**config.mk**
```make
export PLATFORM = sky130hd
export DESIGN_NAME = result_collector
export DESIGN_NICKNAME = d
export VERILOG_FILES = /design/src/rtl/result_collector.sv
export SDC_FILE = /design/constraint.sdc
export NUM_CORES = 1
export LEC_CHECK = 0
export BUFFER_PORTS_ARGS = -buffer_cell sky130_fd_sc_hd__buf_2
export CORE_MARGIN = 2
export CORE_UTILIZATION = 50
export DETAILED_ROUTE_END_ITERATION = 7
export GPL_TIMING_DRIVEN = 0
export PLACE_DENSITY = 0.68
export SKIP_LAST_GASP = 1
export SYNTH_ARGS = -nofsm -noshare
export SYNTH_HDL_FRONTEND = slang
export SYNTH_SLANG_ARGS = --single-unit
```
**constraint.sdc**
```tcl
create_clock -name clk -period 11.34 [get_ports clk]
set_clock_uncertainty 0.05 [all_clocks]
set_input_delay 0.567 -clock clk [delete_from_list [all_inputs] [get_ports clk]]
set_output_delay 0.567 -clock clk [all_outputs]
set_load 0.05 [all_outputs]
```
**src/rtl/result_collector.sv**
```systemverilog
// result_collector: drain end of the systolic array.
// Captures skewed per-column result beats, deskews them into a row-major
// result memory, flags completion of a full N x N matrix and offers a
// registered read port to the host.
module result_collector #(
   parameter int MATRIX_SIZE = 2,
   parameter int DATA_SIZE   = 32
) (
   input  logic                           clk,
   input  logic                           reset,
   input  logic                           enable,
   input  logic                           clear,
   input  logic [MATRIX_SIZE-1:0]         col_valid,
   input  logic [DATA_SIZE-1:0]           col_data [MATRIX_SIZE-1:0],
   input  logic                           rd_en,
   input  logic [$clog2(MATRIX_SIZE*MATRIX_SIZE):0] rd_addr,
   output logic [DATA_SIZE-1:0]           rd_data,
   output logic                           rd_valid,
   output logic                           busy,
   output logic                           done,
   output logic                           overflow
);

   localparam int DEPTH = MATRIX_SIZE * MATRIX_SIZE;
   localparam int CW    = $clog2(MATRIX_SIZE + 1);
   localparam int AW    = $clog2(DEPTH) + 1;
   localparam int IW    = (DEPTH > 1) ? $clog2(DEPTH) : 1;

   typedef enum logic [1:0] {
      IDLE,
      COLLECT,
      DONE
   } state_t;

   state_t                 state;
   state_t                 state_next;
   logic [CW-1:0]          cnt      [MATRIX_SIZE];
   logic [CW-1:0]          cnt_next [MATRIX_SIZE];
   logic [IW-1:0]          wr_addr  [MATRIX_SIZE];
   logic [MATRIX_SIZE-1:0] accept;
   logic [MATRIX_SIZE-1:0] ovf_hit;
   logic                   all_full;
   logic [DATA_SIZE-1:0]   rmem     [DEPTH];

   // Per-column accept/overflow decisions and the next state; completion is
   // judged on the post-write counter values so DONE lands with the last beat.
   always_comb begin
      accept     = '0;
      ovf_hit    = '0;
      all_full   = 1'b1;
      state_next = state;
      for (int c = 0; c < MATRIX_SIZE; c++) begin
         cnt_next[c] = cnt[c];
         wr_addr[c]  = IW'(int'(cnt[c]) * MATRIX_SIZE + c);
         if (enable && !clear && col_valid[c]) begin
            if (state != DONE && cnt[c] < CW'(MATRIX_SIZE)) begin
               accept[c]   = 1'b1;
               cnt_next[c] = cnt[c] + CW'(1);
            end else begin
               ovf_hit[c] = 1'b1;
            end
         end
         if (cnt_next[c] != CW'(MATRIX_SIZE)) begin
            all_full = 1'b0;
         end
      end
      if (clear) begin
         state_next = IDLE;
      end else begin
         case (state)
            IDLE:    if (|accept) state_next = all_full ? DONE : COLLECT;
            COLLECT: if (all_full) state_next = DONE;
            DONE:    state_next = DONE;
            default: state_next = IDLE;
         endcase
      end
   end

   // State register.
   always_ff @(posedge clk) begin
      if (!reset) begin
         state <= IDLE;
      end else begin
         state <= state_next;
      end
   end

   // Column row counters; clear rewinds every column for a new matrix.
   always_ff @(posedge clk) begin
      if (!reset || clear) begin
         for (int c = 0; c < MATRIX_SIZE; c++) cnt[c] <= '0;
      end else begin
         for (int c = 0; c < MATRIX_SIZE; c++) cnt[c] <= cnt_next[c];
      end
   end

   // Result memory: each accepted beat lands at row cnt[c], column c.
   always_ff @(posedge clk) begin
      if (!reset) begin
         for (int i = 0; i < DEPTH; i++) rmem[i] <= '0;
      end else begin
         for (int c = 0; c < MATRIX_SIZE; c++) begin
            if (accept[c]) rmem[wr_addr[c]] <= col_data[c];
         end
      end
   end

   // Sticky overflow flag, cleared only by reset or clear.
   always_ff @(posedge clk) begin
      if (!reset || clear) begin
         overflow <= 1'b0;
      end else if (|ovf_hit) begin
         overflow <= 1'b1;
      end
   end

   // Registered read port; sees the memory before this cycle's writes.
   always_ff @(posedge clk) begin
      if (!reset) begin
         rd_data  <= '0;
         rd_valid <= 1'b0;
      end else begin
         rd_valid <= rd_en;
         if (rd_en) begin
            if (rd_addr < AW'(DEPTH)) rd_data <= rmem[rd_addr[IW-1:0]];
            else                      rd_data <= '0;
         end
      end
   end

   assign busy = (state == COLLECT);
   assign done = (state == DONE);

endmodule

```
==> out/metrics.csv <==
stage,metric,value,unit
outcome,outcome,completed,
clocking,post-cts resize count,0,
grt,global router's overall resource usage,0.2358,
synth,multiplexer fraction of the synthesized cell area,0.09703,
floorplanning,core region area,14640,µm²
routing,vias per cell,5.466,
synth,post-synthesis net count,665,
place,HPWL after detailed placement,12.02,mm
clocking,number of buffers inserted to repair setup after CTS,0,
grt,sum of overflow across all layers after global routing,0,
routing,Routed Antenna Nets,0,
clocking,Clock Latency Late Sink,0.44,ns
sta,unrepaired setup endpoints after global routing,false,
clocking,"buffers from clock root to sink, at most",2,
critical_path,startpoint type of the worst setup path,flip-flop,
grt,number of global-route vias before repair,5189,
pwr,switching share of power,0.2349,
pwr,Leakage Power,0.003573,µW
sta,headroom to the max-slew limit,0.3833,
critical_path,Crit Path Max Fanout,32,
cells_and_area,"top library cells by usage in the layout, fill and taps aside","sky130_fd_sc_hd__buf_2 (128), sky130_fd_sc_hd__edfxtp_1 (128), sky130_fd_sc_hd__nand2_1 (71)",
pwr,worst IR drop on VDD,0.1092,mV
place,final weighted congestion in routability-driven placement,0.8063,
synth,per-instance average area after synthesis,12.83,µm²
clocking,TritonCTS buffer count,17,
synth,area share of fa/ha/maj cells after synthesis,0.006646,
sta,post-route fraction of the period consumed by the critical path,0.2580,
synth,number of distinct library cells after synthesis,34,
cells_and_area,filler instances,1200,
routing,average routed wire per standard cell,19.73,µm
min_path,startpoint of the worst hold path,col_valid[0],
synth,post-synthesis register bit count,168,
critical_path,CP arrival,2.93,ns
synth,fraction of synthesis flops using an asynchronous set or reset pin,0,
sta,final sum of negative setup slack,0,ns
routing,total wire length after detailed routing,18.06,mm
clocking,clk sinks,168,
pwr,sequential group share of total power,0.517,
synth,dominant combinational cell family by area after synthesis,simple AND/OR/NAND/NOR gates,
clocking,TritonCTS clock tree,built,
pwr,proportion of power drawn by the clock network,0.397,
sta,final setup violating endpoints,0,
floorplanning,Top Ports,110,
cells_and_area,total area of sequential cells,4644,µm²
clocking,# H-tree levels,4,
clocking,buffer type at the clock tree root,sky130_fd_sc_hd__clkbuf_16,
pwr,Cell Int Power,1028,µW
clocking,number of hold-repair buffers added at the cts stage,0,
routing,Pre-Repair DR Iteration Count,5,
synth,dominant register cell in the synthesized netlist,sky130_fd_sc_hd__edfxtp_1,
floorplanning,number of rows in the core area,44,
critical_path,Reg2Reg Setup Slack,8.41,ns
sta,Highest Clock Rate,341.8,MHz
pwr,power consumption,1344,µW
floorplanning,initial cell density of the core,0.5143,
clocking,Clock transition at path regs,0.06,ns
synth,number of standard cells after synthesis,587,
critical_path,RR Startpoint,state[0],
critical_path,critical path required time,11.35,ns
sta,final-report hold violation count,0,
routing,total via count after detailed routing,5001,
floorplanning,total die area,16060,µm²
sta,Final Max Slew Viols,0,
place,quantity of I/O buffers inserted on ports,108,
routing,Remaining DRCs,0,
grt,antenna violations before repair,1,
synth,number of enable flip-flop cells after synthesis,128,
synth,sequential area share after synthesis,0.6167,
cells_and_area,signed area change from the synthesized netlist to the final layout,18.79,%
pwr,power density over the cells,150.3,nW/µm²
synth,synthesized cell area,7531,µm²
cells_and_area,area of the multi-input gates,2691,µm²
pwr,part of the total power dissipated in combinational logic,0.086,
synth,synthesized-area fraction occupied by and/or/nand/nor cells,0.1914,
routing,First DRT Iteration DRCs,385,
cells_and_area,share of final-layout standard cells stronger than drive strength 1,0.2904,
synth,Synth Area in XOR/XNOR,0.002326,
critical_path,launching element of the worst setup path,state[0],
synth,compound-cell area share of the yosys netlist,0.05516,
grt,largest net degree at the start of global routing,33,
synth,Yosys warning total,0,
cells_and_area,Total Nets Final,795,
critical_path,start-to-end type of the worst setup path,reg2reg,
flow_run,maximum capacitance violations,0,
floorplanning,Horiz. Die Dim,126.7,µm
pwr,Switch Pwr,315.9,µW
grt,first-pass GRT wire length,27.90,mm
floorplanning,Die Y-Extent,126.7,µm
critical_path,endpoint class of the critical path,flip-flop,
sta,"Min Clock Period, post-route",2.925,ns
min_path,hold crit path type,in2reg,
sta,Worst-Margin Slew,0.9218,ns
-- Yosys cell counts (6+ instances only) --
cell,n,area share
sky130_fd_sc_hd__a21oi_1,34,0.023
sky130_fd_sc_hd__nand2_1,72,0.036
sky130_fd_sc_hd__mux4_2,32,0.096
sky130_fd_sc_hd__nor2_1,6,0.0030
sky130_fd_sc_hd__edfxtp_1,128,0.51
sky130_fd_sc_hd__o21ai_1,30,0.020
sky130_fd_sc_hd__clkbuf_1,12,0.0060
sky130_fd_sc_hd__nor2b_1,69,0.057
sky130_fd_sc_hd__dfxtp_1,40,0.11
sky130_fd_sc_hd__and2_1,66,0.055
sky130_fd_sc_hd__and3_1,33,0.027
sky130_fd_sc_hd__buf_2,20,0.013
sky130_fd_sc_hd__o21ai_0,8,0.0053
-- sequential cells by signal (all words and copies together) (netlist names) --
signal    cells
rmem        128
overflow      1
cnt           4
rd_data      32
rd_valid      1
state         2
-- cells by family after synthesis --
kind of cell,after synthesis
AND/OR/NAND/NOR,256
flip-flops,168
multiplexers,33
buffers and inverters,44
XOR/XNOR,2
AO/OA/AOI/OAI,80
adder cells (fa/ha/maj),4
-- critical path, stage by stage, from the launching register on --
cell	delay [ns]
sky130_fd_sc_hd__dfxtp_1	0.40
sky130_fd_sc_hd__inv_1	0.09
sky130_fd_sc_hd__ha_1	0.28
sky130_fd_sc_hd__nor3b_2	0.29
sky130_fd_sc_hd__and3_1	0.24
sky130_fd_sc_hd__buf_4	0.19
sky130_fd_sc_hd__buf_4	0.22
sky130_fd_sc_hd__nand2_1	0.08
sky130_fd_sc_hd__nand2_2	0.70
-- area by class of cell --
type / instances / area share
antenna: 1 / 0.0002797
buffer: 42 / 0.02503
tap: 184 / 0.02573
sequential: 168 / 0.5192
timing repair buffer: 111 / 0.06713
clock inverter: 11 / 0.008392
clock buffer: 21 / 0.05259
inverter: 2 / 0.0008392
multi-input combinational: 375 / 0.3008
-- layer usage --
metal / share of wire / GRT usage
met1: 0.40 / 0.2871
met2: 0.51 / 0.4057
met5: 0 / 0
met3: 0.068 / 0.05694
met4: 0.023 / 0.09761
-- final timing paths --
kind                                   end  depth (start not counted)
worst min-delay path             cnt[0][1]                          3
worst max register to register  rmem[2][7]                          8
worst max-delay path            rmem[2][7]                          8
worst min register to register    overflow                          2
-- power by group through the flow --
stage                     sequential [µW]  clock [µW]  combinational [µW]
after floorplan                       721           0                56.7
after global placement                709           0                 111
after detailed placement              708           0                 117
after CTS                             695         538                 117
after global routing                  697         562                 125
final                                 695         534                 116
-- metrics by stage --
stage	worst slack, ns	area (µm²)	utilization	hold slack (ns)	std cells
final	8.415	8946	0.6109	0.3656	915
after global routing	8.196	8944	0.6107	0.3734	914
after CTS	8.394	8944	0.6107	0.3562	914
after detailed placement	8.318	8398	0.5735	0.4125	882
after global placement	5.451	8302	0.5669	0.4051	879
after floorplan	7.225	7531	-	0.4177	587
Power figures use the tool's default switching activity.
